`src/rtl/seg_pkg.sv`:
```
// Shared constants for the multiplexed seven-segment scan driver.
// Latency: n/a (constants only).
// Backpressure: n/a.
package seg_pkg;

    // Segment order is {dp,g,f,e,d,c,b,a}, active-high.
    localparam logic [7:0] SEG_BLANK = 8'h00;
    localparam logic [7:0] SEG_DASH  = 8'h40;

    // Standard hex glyphs 0..F; dp (bit 7) is never lit.
    localparam logic [7:0] SEG_HEX_TABLE [16] = '{
        8'h3F, 8'h06, 8'h5B, 8'h4F,
        8'h66, 8'h6D, 8'h7D, 8'h07,
        8'h7F, 8'h6F, 8'h77, 8'h7C,
        8'h39, 8'h5E, 8'h79, 8'h71
    };

endpackage

```
`src/rtl/seg_hex_decode.sv`:
```
// Hex nibble to seven-segment glyph lookup.
// Latency: combinational.
// Backpressure: none.
module seg_hex_decode
    import seg_pkg::*;
(
    input  logic [3:0] nibble,
    output logic [7:0] seg
);

    // Direct table lookup; the table keeps dp clear for every glyph.
    assign seg = SEG_HEX_TABLE[nibble];

endmodule

```
`src/rtl/seg_scan_driver.sv`:
```
// Time-multiplexed seven-segment scanner with frame-synchronous shadow load and blink.
// Latency: outputs registered; a captured load is visible on digit 0 of the following frame.
// Backpressure: none; load is a sticky request serviced at the next frame boundary.
module seg_scan_driver
    import seg_pkg::*;
#(
    parameter int NUM_DIGITS   = 4,
    parameter int PRESCALE     = 50000,
    parameter int BLINK_FRAMES = 64
) (
    input  logic                    CLK,
    input  logic                    RST_N,
    input  logic [4*NUM_DIGITS-1:0] digit_val,
    input  logic [NUM_DIGITS-1:0]   digit_en,
    input  logic [NUM_DIGITS-1:0]   dash_mask,
    input  logic [NUM_DIGITS-1:0]   blink_mask,
    input  logic                    load,
    output logic [7:0]              seg_data,
    output logic [NUM_DIGITS-1:0]   seg_select,
    output logic                    frame_done
);

    localparam int IW = $clog2(NUM_DIGITS);
    localparam int PW = $clog2(PRESCALE);
    localparam int FW = (BLINK_FRAMES > 1) ? $clog2(BLINK_FRAMES) : 1;

    logic [PW-1:0]           presc;
    logic [IW-1:0]           idx;
    logic [IW-1:0]           idx_nxt;
    logic [FW-1:0]           fcnt;
    logic                    phase;
    logic                    phase_nxt;
    logic                    pending;
    logic                    tick;
    logic                    boundary;
    logic                    capture;

    logic [4*NUM_DIGITS-1:0] sh_val;
    logic [NUM_DIGITS-1:0]   sh_en;
    logic [NUM_DIGITS-1:0]   sh_dash;
    logic [NUM_DIGITS-1:0]   sh_blink;

    logic [4*NUM_DIGITS-1:0] src_val;
    logic [NUM_DIGITS-1:0]   src_en;
    logic [NUM_DIGITS-1:0]   src_dash;
    logic [NUM_DIGITS-1:0]   src_blink;

    logic [3:0]              nibble;
    logic [7:0]              hex_seg;
    logic [7:0]              data_nxt;
    logic [NUM_DIGITS-1:0]   sel_nxt;

    assign tick     = (presc == PW'(PRESCALE - 1));
    assign boundary = tick && (idx == IW'(NUM_DIGITS - 1));
    assign capture  = boundary && (pending || load);
    assign idx_nxt  = (idx == IW'(NUM_DIGITS - 1)) ? '0 : idx + 1'b1;

    // On a capturing boundary, digit 0 of the new frame must already see the
    // fresh inputs, so bypass the shadows for that one decode.
    assign src_val   = capture ? digit_val  : sh_val;
    assign src_en    = capture ? digit_en   : sh_en;
    assign src_dash  = capture ? dash_mask  : sh_dash;
    assign src_blink = capture ? blink_mask : sh_blink;

    // Same idea for blink: the phase that takes effect at this boundary
    // governs the whole new frame, starting with digit 0.
    assign phase_nxt = (boundary && (fcnt == FW'(BLINK_FRAMES - 1))) ? ~phase : phase;

    assign nibble  = src_val[4*idx_nxt +: 4];
    assign sel_nxt = {{(NUM_DIGITS-1){1'b0}}, 1'b1} << idx_nxt;

    seg_hex_decode u_hex (
        .nibble (nibble),
        .seg    (hex_seg)
    );

    // Priority: blank beats dash beats blink-off beats the hex glyph.
    always_comb begin
        data_nxt = hex_seg;
        if (!src_en[idx_nxt]) begin
            data_nxt = SEG_BLANK;
        end else if (src_dash[idx_nxt]) begin
            data_nxt = SEG_DASH;
        end else if (src_blink[idx_nxt] && phase_nxt) begin
            data_nxt = SEG_BLANK;
        end
    end

    // Slot prescaler: free-running 0..PRESCALE-1.
    always_ff @(posedge CLK or negedge RST_N) begin
        if (!RST_N) begin
            presc <= '0;
        end else if (tick) begin
            presc <= '0;
        end else begin
            presc <= presc + 1'b1;
        end
    end

    // Digit scan: advance index and register strobe/pattern together on each tick.
    always_ff @(posedge CLK or negedge RST_N) begin
        if (!RST_N) begin
            idx        <= '0;
            seg_select <= {{(NUM_DIGITS-1){1'b0}}, 1'b1};
            seg_data   <= SEG_BLANK;
            frame_done <= 1'b0;
        end else begin
            frame_done <= boundary;
            if (tick) begin
                idx        <= idx_nxt;
                seg_select <= sel_nxt;
                seg_data   <= data_nxt;
            end
        end
    end

    // Load handling: remember the request, capture inputs only at a frame boundary.
    always_ff @(posedge CLK or negedge RST_N) begin
        if (!RST_N) begin
            pending  <= 1'b0;
            sh_val   <= '0;
            sh_en    <= '0;
            sh_dash  <= '0;
            sh_blink <= '0;
        end else if (capture) begin
            pending  <= 1'b0;
            sh_val   <= digit_val;
            sh_en    <= digit_en;
            sh_dash  <= dash_mask;
            sh_blink <= blink_mask;
        end else if (load) begin
            pending  <= 1'b1;
        end
    end

    // Blink timing: count frame boundaries and flip the phase every BLINK_FRAMES of them.
    always_ff @(posedge CLK or negedge RST_N) begin
        if (!RST_N) begin
            fcnt  <= '0;
            phase <= 1'b0;
        end else if (boundary) begin
            phase <= phase_nxt;
            if (fcnt == FW'(BLINK_FRAMES - 1)) begin
                fcnt <= '0;
            end else begin
                fcnt <= fcnt + 1'b1;
            end
        end
    end

endmodule

```
`config.mk`:
```
export PLATFORM = sky130hd
export DESIGN_NAME = seg_scan_driver
export DESIGN_NICKNAME = d
export VERILOG_FILES = /design/src/rtl/seg_pkg.sv /design/src/rtl/seg_hex_decode.sv /design/src/rtl/seg_scan_driver.sv
export SDC_FILE = /design/constraint.sdc
export NUM_CORES = 1
export LEC_CHECK = 0
export CAP_MARGIN = 20
export CORE_AREA = 2 2 97 99
export CTS_CLUSTER_SIZE = 12
export DETAILED_ROUTE_END_ITERATION = 6
export DIE_AREA = 0 0 99 101
export SETUP_SLACK_MARGIN = 0.1
export SYNTH_ARGS = -nofsm -noshare
export SYNTH_HDL_FRONTEND = slang
export SYNTH_SLANG_ARGS = --single-unit
```
`constraint.sdc`:
```
create_clock -name CLK -period 4.25 [get_ports CLK]
set_input_delay 0.425 -clock CLK [delete_from_list [all_inputs] [get_ports CLK]]
set_output_delay 0.425 -clock CLK [all_outputs]
set_load 0.02 [all_outputs]
```
# Yosys cells after proc, flatten, opt, wreduce, memory -nomap -nowiden
# Memories as Yosys holds them, arrays and structs flattened.
# Cells that the tools add are included.
# word_totals
reg_bits	67
mem_bits_ro	128
input_bits	31
out_inout_bits	13
elab_cells	52
n_memories	1
# memory_table
memory	depth	word_bits	read_ports	rd_ports_with_merged_regs	wr	line	text
(no name shown)	16	8	1	0	0	seg_hex_decode.sv:12	assign seg = SEG_HEX_TABLE[nibble];
# classes
n_addsub	3
magnitude_cmp	2
n_eq_ne	3
shifts	2
n_mux	21
bitwise	2
reduce_logical	6
# op_table
cell	count
8-bit 2-to-1 mux	5
16-bit 2-to-1 mux	2
16-bit by 1-bit adder with 16-bit output (second input constant)	1
16-bit equality test (second input constant)	1
16-bit by 5-bit variable part select with 4-bit output	1
4-bit 2-to-1 mux	3
6-bit by 1-bit adder with 6-bit output (second input constant)	1
1-bit binary-select mux with 2-bit select	3
6-bit equality test (second input constant)	1
1-bit 2-to-1 mux	6
6-bit 2-to-1 mux	1
5-bit >= comparator (second input constant)	1
4-bit NOT with 5-bit output	1
1-bit logical AND	4
1-bit by 2-bit << shifter with 4-bit output (first input constant)	1
2-bit by 3-bit less-than comparator with 1-bit output (second input constant)	1
2-bit by 1-bit adder with 2-bit output (second input constant)	1
2-bit equality test (second input constant)	1
2-bit 2-to-1 mux	1
2-bit nonzero test	1
1-bit logical OR	1
1-bit NOT	1

# Depth between registers and ports, before layout
# Gate-level depths: netlist (run 1).
# depth
ltp_word	12
mapped_depth	14
mapped_depth_nobuf	12

# Modules after synthesis
# A second synthesis (run 1) with hierarchy kept.
# hier_totals
cells_unflattened	306
area_unflattened_um2	3442.1
# modules_own_cells
module	instances	cells_per_inst	area_each_um2	seq_area_each_um2
seg_scan_driver	1	271	3143.0	1677.9
seg_hex_decode	1	35	299.0	0.0

# Worst setup path after synthesis (run 1)
# No wires, ideal clock.
# synth_path
path_type	flip-flop to flip-flop
startpoint	reg presc[11]
endpoint	reg seg_data[3]
arrival_time_ps	3026
path_slack_ps	1098
stages_incl_launch_ff	13
n_path_buf	2
period_less_slack_ps	3152
path_cell_list	dfrtp_1 > or4b_4 > or4_4 > buf_6 > buf_2 > o21ai_0 > a31oi_1 > a21o_1 > inv_1 > ha_1 > and2_1 > o311ai_1 > o21ai_1
# synth_via
elab_chain_cells	12
word_cells_on_any_way	24
classes_between	1 x eq/ne; 1 x shift; 16 x mux; 1 x bitwise; 4 x reduce/logical; 1 x memory
# synth_lines
element	line	text
start: declaration	seg_scan_driver.sv:27	logic [PW-1:0] presc;
start signal: assignment	seg_scan_driver.sv:96	presc <= presc + 1'b1;
16-bit equality test *	seg_scan_driver.sv:53	assign tick = (presc == PW'(PRESCALE - 1));
1-bit logical AND	seg_scan_driver.sv:54	assign boundary = tick && (idx == IW'(NUM_DIGITS - 1));
1-bit logical AND	seg_scan_driver.sv:55	assign capture = boundary && (pending || load);
16-bit 2-to-1 mux	n/a	
16-bit by 5-bit variable part select with 4-bit output	seg_scan_driver.sv:69	assign nibble = src_val[4*idx_nxt +: 4];
4-bit NOT with 5-bit output (not written as such)	seg_hex_decode.sv:12	
memory 16 x 8 bit	n/a	
8-bit 2-to-1 mux (not written as such) (2 in a row)	seg_hex_decode.sv:12	
8-bit 2-to-1 mux	seg_scan_driver.sv:84	end else if (src_blink[idx_nxt] && phase_nxt) begin
8-bit 2-to-1 mux	seg_scan_driver.sv:82	end else if (src_dash[idx_nxt]) begin
8-bit 2-to-1 mux	seg_scan_driver.sv:80	if (!src_en[idx_nxt]) begin
end signal: assignment	seg_scan_driver.sv:112	seg_data <= data_nxt;
end: declaration	seg_scan_driver.sv:18	output logic [7:0] seg_data,
# Mark *: on every way between the ends. The rest lies on a longest branch, timed or not. The select of a mux whose other input is x is not followed.
# A chain may end at the register's enable or synchronous reset.

# Worst setup path after layout (run 1)
# layout_path
startpoint	reg presc[11]
endpoint	reg seg_data[6]
# Same word-level chain as after synthesis.

==> summary.md, run 1 <==
| Metric | Value |
|---|---|
| Outcome | completed |
| Grt ovf | 0 |
| 1st-pass router iterations | 4 |
| PwrDens | 314.6 nW/µm² |
| Most common flop cell mapped by yosys | dfrtp_1 |
| Initial DRC Count | 124 |
| Mapped Area | ~3500 µm² |
| R2R setup slack | 0.80 ns |
| Tcrit/Tclk final | 81.24% |
| First-pass GRT wire length | ~13000 µm |
| Starting density of the core | between 30% and 40% |
| Setup violators final | 0 |
| Number of nets in the layout | 470 |
| All-Layer GR Usage | 16.94% |
| Worst Setup EP | seg_data[6] |
| Worst min-delay path class | input port to asynchronous set/reset pin |
| Die width | 99 µm |
| Worst Path Max Fanout | 29 |
| Vias in the first global route | 2763 |
| Final Critical Period | 3.452 ns |
| Max VDD drop | 0.1586 mV |
| Post-synth EDFFs | 0 |
| Post-Syn Instances | 384 |
| Data arrival, critical path | 3.70 ns |
| Pin count of the biggest net entering global routing | 37 |
| Worst hold slack | 0.1184 ns |
| Routed wire length | roughly 7600 µm |
| Post_cts resized | 0 |
| Area of the multi-input gates | 1743 µm² |
| Setup crit end kind | flip-flop |
| Initial antenna violation count | 0 |
| Yosys cell types | 48 |
| Reg2Reg Depth | 10 |
| Root Driver | clkbuf_8 |
| Num CTS Buffers | 9 |
| Syn_area_per_cell | 9.091 µm² |
| Clock sink count | 66 |
| Boundary Pins | 44 |
| Post-CTS Setup Inserts | 0 |
| Reg clk slew, reported paths | 0.08 ns |
| Setup crit start | presc[11] |
| Final Hold Vio Count | 0 |
| Relative slew slack | 54.25% |
| Fillers | 860 |
| CP max stage cell | or4_4 |
| Final Max Slew Viols | 0 |
| Leak pwr | 2.083 nW |
| RSZ-0062 raised after global routing | false |
| Total number of vias | 2748 |
| Max-cap violations | 0 |
| Largest area contributor in the netlist | dfrtp_1 |
| Placed insts | 527 |
| Final ANT Viol Nets | 0 |
| DR DRC count | 0 |
| DR vias/cell | 5.061 |
| Htree depth | 3 |
| Routability cong. | around 0.8 |
| CP Cell Sequence | or4b_4 -> or4_4 -> o21ai_0 -> a31oi_1 -> a21oi_1 -> inv_1 -> ha_1 -> mux2i_1 -> nor4_1 -> a211oi_1 |
| Hold Buf Count CTS | 0 |
| CTS tree | yes |
| DR WL/cell | 14.06 µm |
| Core ar. | 8977 µm² |
| Critical Path RT | 4.50 ns |
| Clock latency on the worst-skew pair | roughly 0.35 ns |
| Clock Path Buffers | 2 |
| DP HPWL | 5543 µm |
| R2r endpoint | seg_data[6] |
| Port buffer count | between 40 and 50 |
| CP Class | flip-flop to flip-flop |
| Area Overhead vs Synth | 22.33% |
| Most numerous cell in the Yosys netlist | nand2_1 |
| Num rows | 35 |
| Sequential share of the synthesized area | between 40% and 50% |
| Total area of sequential cells | roughly 1700 µm² |
| Die area | 9999 µm² |
| Post-layout util | 47.57% |
| Finished Layout Cells | approximately 540 |
| Slew @ Worst Pin | 0.6863 ns |
| Most frequent cells after synthesis | nand2_1, dfrtp_1, nor2_1 |
| Startpoint Class | flip-flop |
| Seq cells post-synth | 66 |
| Slowest cell delay on critical path | 0.63 ns |
| Async S/R FF share, synth | 100.0% |
| Die Y | 101 µm |
| Worst reg2reg startpoint | presc[11] |
| Max Freq | 0.2896 GHz |
| Antenna diode count | 0 |
| Fin Clk Skew | 0.01036 ns |
| Layout cells sized above 1 | 8.102% |
| Syn. warnings | 0 |
| Area share of the largest cell type after synthesis | 46.59% |
| Setup TNS | 0 ns |
| Synth top area cells | dfrtp_1, nand2_1, ha_1, o21ai_0, nand3_1 |
| Syn nets | 427 |
[placed cells by master (no fill, tap or decap), types with 2 or more instances in the layout]
| master | synthesis | final |
|---|---|---|
| a211oi_1 | 7 | 7 |
| nand4bb_1 | 2 | 2 |
| nor2_1 | 30 | 30 |
| and3_1 | 4 | 4 |
| o21ai_0 | 24 | 23 |
| bufinv_16 | 0 | 3 |
| nand3_1 | 23 | 23 |
| buf_4 | 1 | 6 |
| ha_1 | 12 | 12 |
| clkdlybuf4s50_1 | 0 | 41 |
| dfrtp_1 | 65 | 65 |
| xor2_1 | 11 | 11 |
| a21o_1 | 8 | 8 |
| nor2b_1 | 3 | 3 |
| nor3_1 | 3 | 3 |
| a21oi_1 | 8 | 8 |
| a31oi_1 | 8 | 8 |
| inv_1 | 6 | 6 |
| o21ai_1 | 4 | 5 |
| nand2_1 | 100 | 100 |
| clkbuf_8 | 0 | 11 |
| xnor2_1 | 10 | 10 |
| and2_1 | 7 | 7 |
| nor4_1 | 2 | 2 |
| mux2i_1 | 9 | 9 |
[routing by layer]
layer  GRT usage [%]  up-vias  part of all wire [%]
met1           23.51     1286                    49
met5               0        -                     0
met4           6.639        0                   1.2
met2           25.83       55                    45
li1                -     1396                     -
met3           3.883       11                   4.5
[critical path, delay by kind of cell, from the launching register on]
family	cells	cell delay (ns)
compound gates	4	1.03
fa+ha+maj	1	0.27
mux	1	0.15
simple gates	3	1.28
buf+inv	1	0.19
flops	1	0.44
[kinds of logic (layout without fill, tap and decap cells)]
family	after synthesis	count (layout)	synth area share, %
simple gates	181	181	23.58
compound gates	70	70	12.87
flops	66	66	47.35
buf+inv	22	70	2.975
xor+xnor	21	21	5.269
fa+ha+maj	12	12	4.301
mux	11	11	3.548
other cells	1	1	0.1074
[sequential cells by signal, summed over array words and instances, names as in the netlist, 2 cells and up]
name	count
fcnt	6
idx	2
presc	16
seg_select	4
sh_dash	4
seg_data	7
sh_blink	4
sh_en	4
sh_val	16
[metrics by stage]
stage          cell area (µm²)  worst slack [ns]  total power [mW]
5_1_grt                   4270            0.5064             1.392
4_1_cts                   4270            0.8129             1.356
3_3_place_gp              4018            0.9676            0.6869
2_1_floorplan             3491             1.098            0.6439
6_report                  4270            0.7975             1.343
3_5_place_dp              4018            0.8030            0.6871
[worst min-delay path by stage]
stage              from  endpoint  slack (ns)  depth (start not counted)
2_1_floorplan     RST_N   fcnt[0]        0.13                          0
6_report          RST_N   fcnt[4]        0.12                          1
3_3_place_gp   presc[0]  presc[0]        0.44                          1
3_5_place_dp   presc[0]  presc[0]        0.45                          1
4_1_cts           RST_N  presc[8]        0.14                          1
5_1_grt           RST_N   fcnt[4]        0.17                          1
[power breakdown]
part | leakage (nW) | internal [mW] | switching (mW)
Sequential | 0.873 | 0.628 | 0.0000000000000000102
Combinational | 1.09 | 0.0258 | 0.0203
Clock | 0.123 | 0.422 | 0.247
Total | 2.08 | 1.08 | 0.268
[layout make-up]
cell class                      instances  area share (%)
Sequential cell                        66           38.71
Timing Repair Buffer                   48           10.78
Tap cell                              111           3.252
Clock inverter                          4           2.285
Inverter                                6          0.5274
Multi-Input combinational cell        296           40.81
Clock buffer                           12           3.633
Power figures use the tool's default switching activity.
==> run 2, diff against run 1 <==
Clock period 4.25 ns to 3.2 ns, I/O delays scaled along.
==> run 2 against run 1 <==
  * Sequential power up 33%
  * Via count up 6.3%
  * Sequential share of layout area down 2.6 points
  * Register-to-register slack worse by 0.64 ns
  * Die area unchanged
  * Utilization up 3.4 points
  * Critical endpoint is now seg_data[0]
  * Highest routed layer unchanged
==> summary.md, run 2 (synthesized netlist as in run 1, its figures left out) <==
| Metric | Value |
|---|---|
| Worst min-delay path class | input port to asynchronous set/reset pin (unchanged) |
| Slowest cell delay on critical path | 0.57 ns (was 0.63 ns) |
| Tcrit/Tclk final | 95.07% (was 81.24%) |
| Reg2Reg Depth | 10 (unchanged) |
| Max-cap violations | 0 (unchanged) |
| DR vias/cell | 5.082 (was 5.061) |
| Data arrival, critical path | 3.27 ns (was 3.70 ns) |
| CP Class | flip-flop to flip-flop (unchanged) |
| Number of nets in the layout | 502 (was 470) |
| Fillers | 832 (was 860) |
| Final Max Slew Viols | 0 (unchanged) |
| DR WL/cell | 14.25 µm (was 14.06 µm) |
| Initial DRC Count | 185 (was 124) |
| CP top delay family | simple AND/OR/NAND/NOR gates (unchanged) |
| Clock latency on the worst-skew pair | 0.34 ns (was 0.35 ns) |
| Final Hold Vio Count | 0 (unchanged) |
| Die width | 99 µm (unchanged) |
| Final Critical Period | 3.042 ns (was 3.452 ns) |
| Relative slew slack | 45.02% (was 54.25%) |
| DP HPWL | 5855 µm (was 5543 µm) |
| Area Overhead vs Synth | 31.15% (was 22.33%) |
| R2r endpoint | seg_data[0] (was seg_data[6]) |
| Vias in the first global route | 2791 (was 2763) |
| Most used cell, CP | buf_4 |
| Pin count of the biggest net entering global routing | 36 (was 37) |
| Commonest non-fill, non-tap cell in the layout | nand2_1 (unchanged) |
| Biggest regs | presc (16), sh_val (16), seg_data (7) (unchanged) |
| Grt ovf | 0 (unchanged) |
| Routed wire length | 8194 µm (was 7632 µm) |
| Worst Path Max Fanout | 7 (was 29) |
| PwrDens | 372.8 nW/µm² (was 314.6 nW/µm²) |
| Starting density of the core | 38.89% (unchanged) |
| Reg clk slew, reported paths | 0.08 ns (about the same) |
| Outcome | completed (unchanged) |
| Total area of sequential cells | 1653 µm² (unchanged) |
| Port buffer count | 42 (unchanged) |
| Worst path depth | 10 (unchanged) |
| Clock Path Buffers | 2 (unchanged) |
| Layout cells sized above 1 | 16.59% (was 8.102%) |
| Worst Setup EP | seg_data[0] (was seg_data[6]) |
| CP Cell Sequence | or4b_4 -> or4_4 -> buf_4 -> o21ai_0 -> a31oi_1 -> a21o_2 -> buf_4 -> nor2_1 -> a2111oi_4 -> a21o_1 (was or4b_4 -> or4_4 -> o21ai_0 -> a31oi_1 -> a21oi_1 -> inv_1 -> ha_1 -> mux2i_1 -> nor4_1 -> a211oi_1) |
| Most frequent cells in the layout | nand2_1, dfrtp_1, clkdlybuf4s50_1 (unchanged) |
| DR DRC count | 0 (unchanged) |
| Crit path buffers/inverters | 2 (was 1) |
| Final WS setup | 0.1578 ns (was 0.7975 ns) |
| Core ar. | 8977 µm² (unchanged) |
| Initial antenna violation count | 0 (unchanged) |
| First-pass GRT wire length | 13630 µm (was 13500 µm) |
| Leak pwr | 2.243 nW (was 2.083 nW) |
| RSZ-0062 raised after global routing | true (was false) |
| 1st-pass router iterations | 4 (unchanged) |
| Antenna diode count | 0 (unchanged) |
| CTS tree | yes (unchanged) |
| Critical Path RT | 3.43 ns (was 4.50 ns) |
| Fin Clk Skew | 0.01187 ns (was 0.01036 ns) |
| Htree depth | 3 (unchanged) |
| Num CTS Buffers | 9 (unchanged) |
| Setup violators final | 0 (unchanged) |
| Slew @ Worst Pin | 0.8248 ns (was 0.6863 ns) |
| Num rows | 35 (unchanged) |
| All-Layer GR Usage | 17.04% (was 16.94%) |
| Die area | 9999 µm² (unchanged) |
| Worst reg2reg startpoint | presc[12] (was presc[11]) |
| Routability cong. | 0.8293 (was 0.7889) |
| Root Driver | clkbuf_8 (unchanged) |
| Setup crit start | presc[12] (was presc[11]) |
| Final ANT Viol Nets | 0 (unchanged) |
| Max Freq | 0.3287 GHz (was 0.2896 GHz) |
| Setup TNS | 0 ns (unchanged) |
| Setup WS pre-CTS | 0.05215 ns (was 0.8030 ns) |
| Hold Buf Count CTS | 0 (unchanged) |
| Area of the multi-input gates | 1814 µm² (was 1743 µm²) |
| Die Y | 101 µm (unchanged) |
| CP max stage cell | or4_4 (unchanged) |
| Max VDD drop | 0.2391 mV (was 0.1586 mV) |
| Startpoint Class | flip-flop (unchanged) |
| Boundary Pins | 44 (unchanged) |
| Total number of vias | 2922 (was 2748) |
| R2R setup slack | 0.16 ns (was 0.80 ns) |
| Setup crit end kind | flip-flop (unchanged) |
| Clock sink count | 66 (unchanged) |
[run 2: cell types whose count changed in the layout (fill, tap and decap cells not counted), sizes merged]
cell / delta
bufinv: -1
clkinvlp: -1
clkinv: +2
buf: +32
[run 2: timing repair]
item                                    4_1_cts  5_1_grt
pin swaps                                     0        8
gates resized for setup                       1       22
endpoints found under the setup margin        5        6
setup buffers                                 0       15
[run 2: worst register-to-register path: cells and delay by family, from the launching register on]
| family | cells | cell delay, ns |
|---|---|---|
| AND/OR/NAND/NOR | 3 | 1.38 |
| AO/OA/AOI/OAI | 5 | 0.81 |
| flip-flops | 1 | 0.38 |
| buffers and inverters | 2 | 0.35 |
[run 2: how the worst min path moves through the flow]
stage / endpoint / slack (ns) / cells past startpoint
3_5_place_dp: presc[0] / 0.45 / 1
6_report: fcnt[2] / 0.08 / 1
3_3_place_gp: sh_dash[2] / 0.44 / 2
2_1_floorplan: fcnt[0] / 0.02 / 0
5_1_grt: fcnt[3] / 0.13 / 1
4_1_cts: fcnt[2] / 0.09 / 1
[run 2: metrics by stage]
step	instance area, µm²	power (mW)	std cells	utilization [%]	hold slack (ns)
2_1_floorplan	3500	0.8552	384	-	0.02441
3_3_place_gp	4145	0.9137	544	46.17	0.4435
3_5_place_dp	4145	0.9144	544	46.17	0.4497
4_1_cts	4378	1.732	560	48.77	0.09321
5_1_grt	4578	1.774	575	51.00	0.1329
6_report	4578	1.707	575	51.00	0.07661
[run 2: routing by layer]
| metal | vias to the layer above | track usage, % | share of wire (%) |
|---|---|---|---|
| met2 | 69 | 25.94 | 45 |
| met3 | 12 | 4.369 | 4.5 |
| met5 | - | 0 | 0 |
| met1 | 1386 | 24.12 | 49 |
| met4 | 0 | 4.847 | 0.95 |
| li1 | 1455 | - | - |
[run 2: cell type report]
cell class / count / area share, %
multi-input combinational: 296 / 39.63
clock inverter: 4 / 1.612
clock buffer: 12 / 3.389
sequential: 66 / 36.10
timing repair buffer: 80 / 15.74
inverter: 6 / 0.4919
tap: 111 / 3.034
[run 2: power breakdown]
part           internal (mW)  leakage (nW)          switching, mW
sequential             0.834         0.873  0.0000000000000000153
clock                  0.482         0.117                  0.328
combinational         0.0351          1.25                 0.0279
==> run 3, diff against run 2 <==
Settings changed: PLACE_DENSITY from default to 0.67, SKIP_LAST_GASP from default to 1.
==> run 3 against run 2 <==
  * Utilization decreased by 0.20 points
  * Global-route usage increased by 0.22 points
  * Non-clock buffer count decreased by 4
  * Final cell count decreased by 0.70%
  * Clock skew decreased by 0.0013 ns
  * Worst hold slack improved by 0.38 ns
  * Sequential cell count unchanged
  * Clock-buffer cell count decreased by 2
  * First-iteration DRC count increased by 27%
  * Worst setup slack improved by 0.024 ns
  * Wire length decreased by 1.2%
  * Critical path type unchanged
  * Largest cell class unchanged
==> summary.md, run 3 (synthesized netlist as in run 1, its figures left out) <==
| Metric | Value |
|---|---|
| Clock sink count | 66 (unchanged) |
| Worst min-delay path class | flip-flop to flip-flop (was input port to asynchronous set/reset pin) |
| Starting density of the core | 38.89% (unchanged) |
| Final Critical Period | 3.018 ns (was 3.042 ns) |
| All-Layer GR Usage | 17.26% (was 17.04%) |
| Max-cap violations | 0 (unchanged) |
| Clock latency on the worst-skew pair | 0.35 ns (was 0.34 ns) |
| Outcome | completed (unchanged) |
| Reg clk slew, reported paths | 0.07 ns (was 0.08 ns) |
| RSZ-0062 raised after global routing | false (was true) |
| Worst reg2reg startpoint | presc[12] (unchanged) |
| Routability cong. | 0.8957 (was 0.8293) |
| First-pass GRT wire length | 13770 µm (was 13630 µm) |
| Num CTS Buffers | 9 (unchanged) |
| Critical Path RT | 3.48 ns (was 3.43 ns) |
| 1st-pass router iterations | 4 (unchanged) |
| Post-Layout Inst Area | 4561 µm² (was 4578 µm²) |
| Setup crit start | presc[12] (unchanged) |
| Biggest regs | presc (16), sh_val (16), seg_data (7) (unchanged) |
| Grt ovf | 0 (unchanged) |
| CP Cell Sequence | or4b_4 -> or4_4 -> buf_4 -> nor2_8 -> o21ai_1 -> mux4_2 -> and2_1 -> a2111oi_4 -> a21o_1 (was or4b_4 -> or4_4 -> buf_4 -> o21ai_0 -> a31oi_1 -> a21o_2 -> buf_4 -> nor2_1 -> a2111oi_4 -> a21o_1) |
| CTS tree | yes (unchanged) |
| Root Driver | clkbuf_8 (unchanged) |
| Fin Clk Skew | 0.01058 ns (was 0.01187 ns) |
| Slew @ Worst Pin | 0.7318 ns (was 0.8248 ns) |
| Setup crit end kind | flip-flop (unchanged) |
| Leak pwr | 2.231 nW (was 2.243 nW) |
| Layout cells sized above 1 | 16.30% (was 16.59%) |
| Setup TNS | 0 ns (unchanged) |
| Port buffer count | 42 (unchanged) |
| Final Hold Vio Count | 0 (unchanged) |
| Fillers | 842 (was 832) |
| Boundary Pins | 44 (unchanged) |
| Startpoint Class | flip-flop (unchanged) |
| Final Max Slew Viols | 0 (unchanged) |
| Setup violators final | 0 (unchanged) |
| Vias in the first global route | 2881 (was 2791) |
| Clock Path Buffers | 2 (unchanged) |
| Final WS setup | 0.1823 ns (was 0.1578 ns) |
| DR vias/cell | 5.109 (was 5.082) |
| Area Overhead vs Synth | 30.65% (was 31.15%) |
| Initial DRC Count | 235 (was 185) |
| CP max stage cell | or4b_4 (was or4_4) |
| CP Class | flip-flop to flip-flop (unchanged) |
| DR WL/cell | 14.17 µm (was 14.25 µm) |
| Commonest non-fill, non-tap cell in the layout | nand2_1 (unchanged) |
| Final ANT Viol Nets | 0 (unchanged) |
| DP HPWL | 5880 µm (was 5855 µm) |
| Data arrival, critical path | 3.30 ns (was 3.27 ns) |
| Antenna diode count | 0 (unchanged) |
| Htree depth | 3 (unchanged) |
| Routed wire length | 8093 µm (was 8194 µm) |
| Die width | 99 µm (unchanged) |
| Num rows | 35 (unchanged) |
| Number of nets in the layout | 498 (was 502) |
| Max VDD drop | 0.2028 mV (was 0.2391 mV) |
| Core ar. | 8977 µm² (unchanged) |
| R2R setup slack | 0.18 ns (was 0.16 ns) |
| Pin count of the biggest net entering global routing | 48 (was 36) |
| Setup WS pre-CTS | 0.005255 ns (was 0.05215 ns) |
| Relative slew slack | 51.11% (was 45.02%) |
| Initial antenna violation count | 0 (unchanged) |
| Worst Path Max Fanout | 7 (unchanged) |
| Crit path buffers/inverters | 1 (was 2) |
| Max Freq | 0.3314 GHz (was 0.3287 GHz) |
| Area after DPL | 4160 µm² (was 4145 µm²) |
| Die area | 9999 µm² (unchanged) |
| Total number of vias | 2917 (was 2922) |
| Tcrit/Tclk final | 94.30% (was 95.07%) |
| Die Y | 101 µm (unchanged) |
| CP top delay family | simple AND/OR/NAND/NOR gates (unchanged) |
| DR DRC count | 0 (unchanged) |
| Most frequent cells in the layout | nand2_1, dfrtp_1, clkdlybuf4s50_1 (unchanged) |
| PwrDens | 388.0 nW/µm² (was 372.8 nW/µm²) |
| Slowest cell delay on critical path | 0.56 ns (was 0.57 ns) |
| Hold Startpoint | presc[0] |
## run 3: changes by cell type in the layout (fill, tap and decap cells not counted), moves of 2 or more
cell / change
o21ai_0: -5
buf_4: -4
a31oi_1: -2
a31oi_2: +2
o21ai_1: +2
o21ai_2: +2
## run 3: report_power, final
group          internal [mW]         switching [mW]
Clock                  0.542                  0.333
Combinational         0.0351                 0.0269
Sequential             0.834  0.0000000000000000154
## run 3: worst paths after layout
check                              end  cells after the start
max                        seg_data[0]                      9
min                           presc[0]                      1
max reg2reg                seg_data[0]                      9
min reg2reg                   presc[0]                      1
max in group asynchronous     sh_en[0]                      3
min in group asynchronous      fcnt[3]                      2
## run 3: area by class of cell
type / instances / area, µm² / area share, %
multi-input cells: 296 / 1815 / 39.81
flip-flops and latches: 66 / 1653 / 36.24
repair buffers: 76 / 680.7 / 14.92
well taps: 111 / 138.9 / 3.045
clock buffers: 10 / 137.6 / 3.018
clock inverters: 6 / 112.6 / 2.469
inverters: 6 / 22.52 / 0.4938
## run 3: routing by layer
layer,up-vias,share of wire (%),wire (µm),GRT usage (%)
met5,-,0,0,0
met4,0,1.3,103,5.163
met3,9,5.2,423,5.617
met2,74,48,3860,26.92
met1,1388,46,3705,23.01
li1,1446,-,-,-
## run 3: per-stage QoR
stage / cells / power [mW] / hold slack, ns / util, %
after floorplan: 384 / 0.8552 / 0.02441 / -
after CTS: 569 / 1.790 / 0.4569 / 49.88
after global placement: 546 / 0.9122 / 0.2886 / 46.34
after global routing: 571 / 1.841 / 0.4764 / 50.80
final: 571 / 1.770 / 0.4544 / 50.80
after detailed placement: 546 / 0.9123 / 0.3009 / 46.34
## run 3: what timing repair did
item	CTS	global route
hold endpoints to repair	19	0
pin swaps	4	4
setup endpoints to repair	4	7
setup buffers	6	2
hold buffers	1	0
resized for setup	5	19
gates cloned	0	0
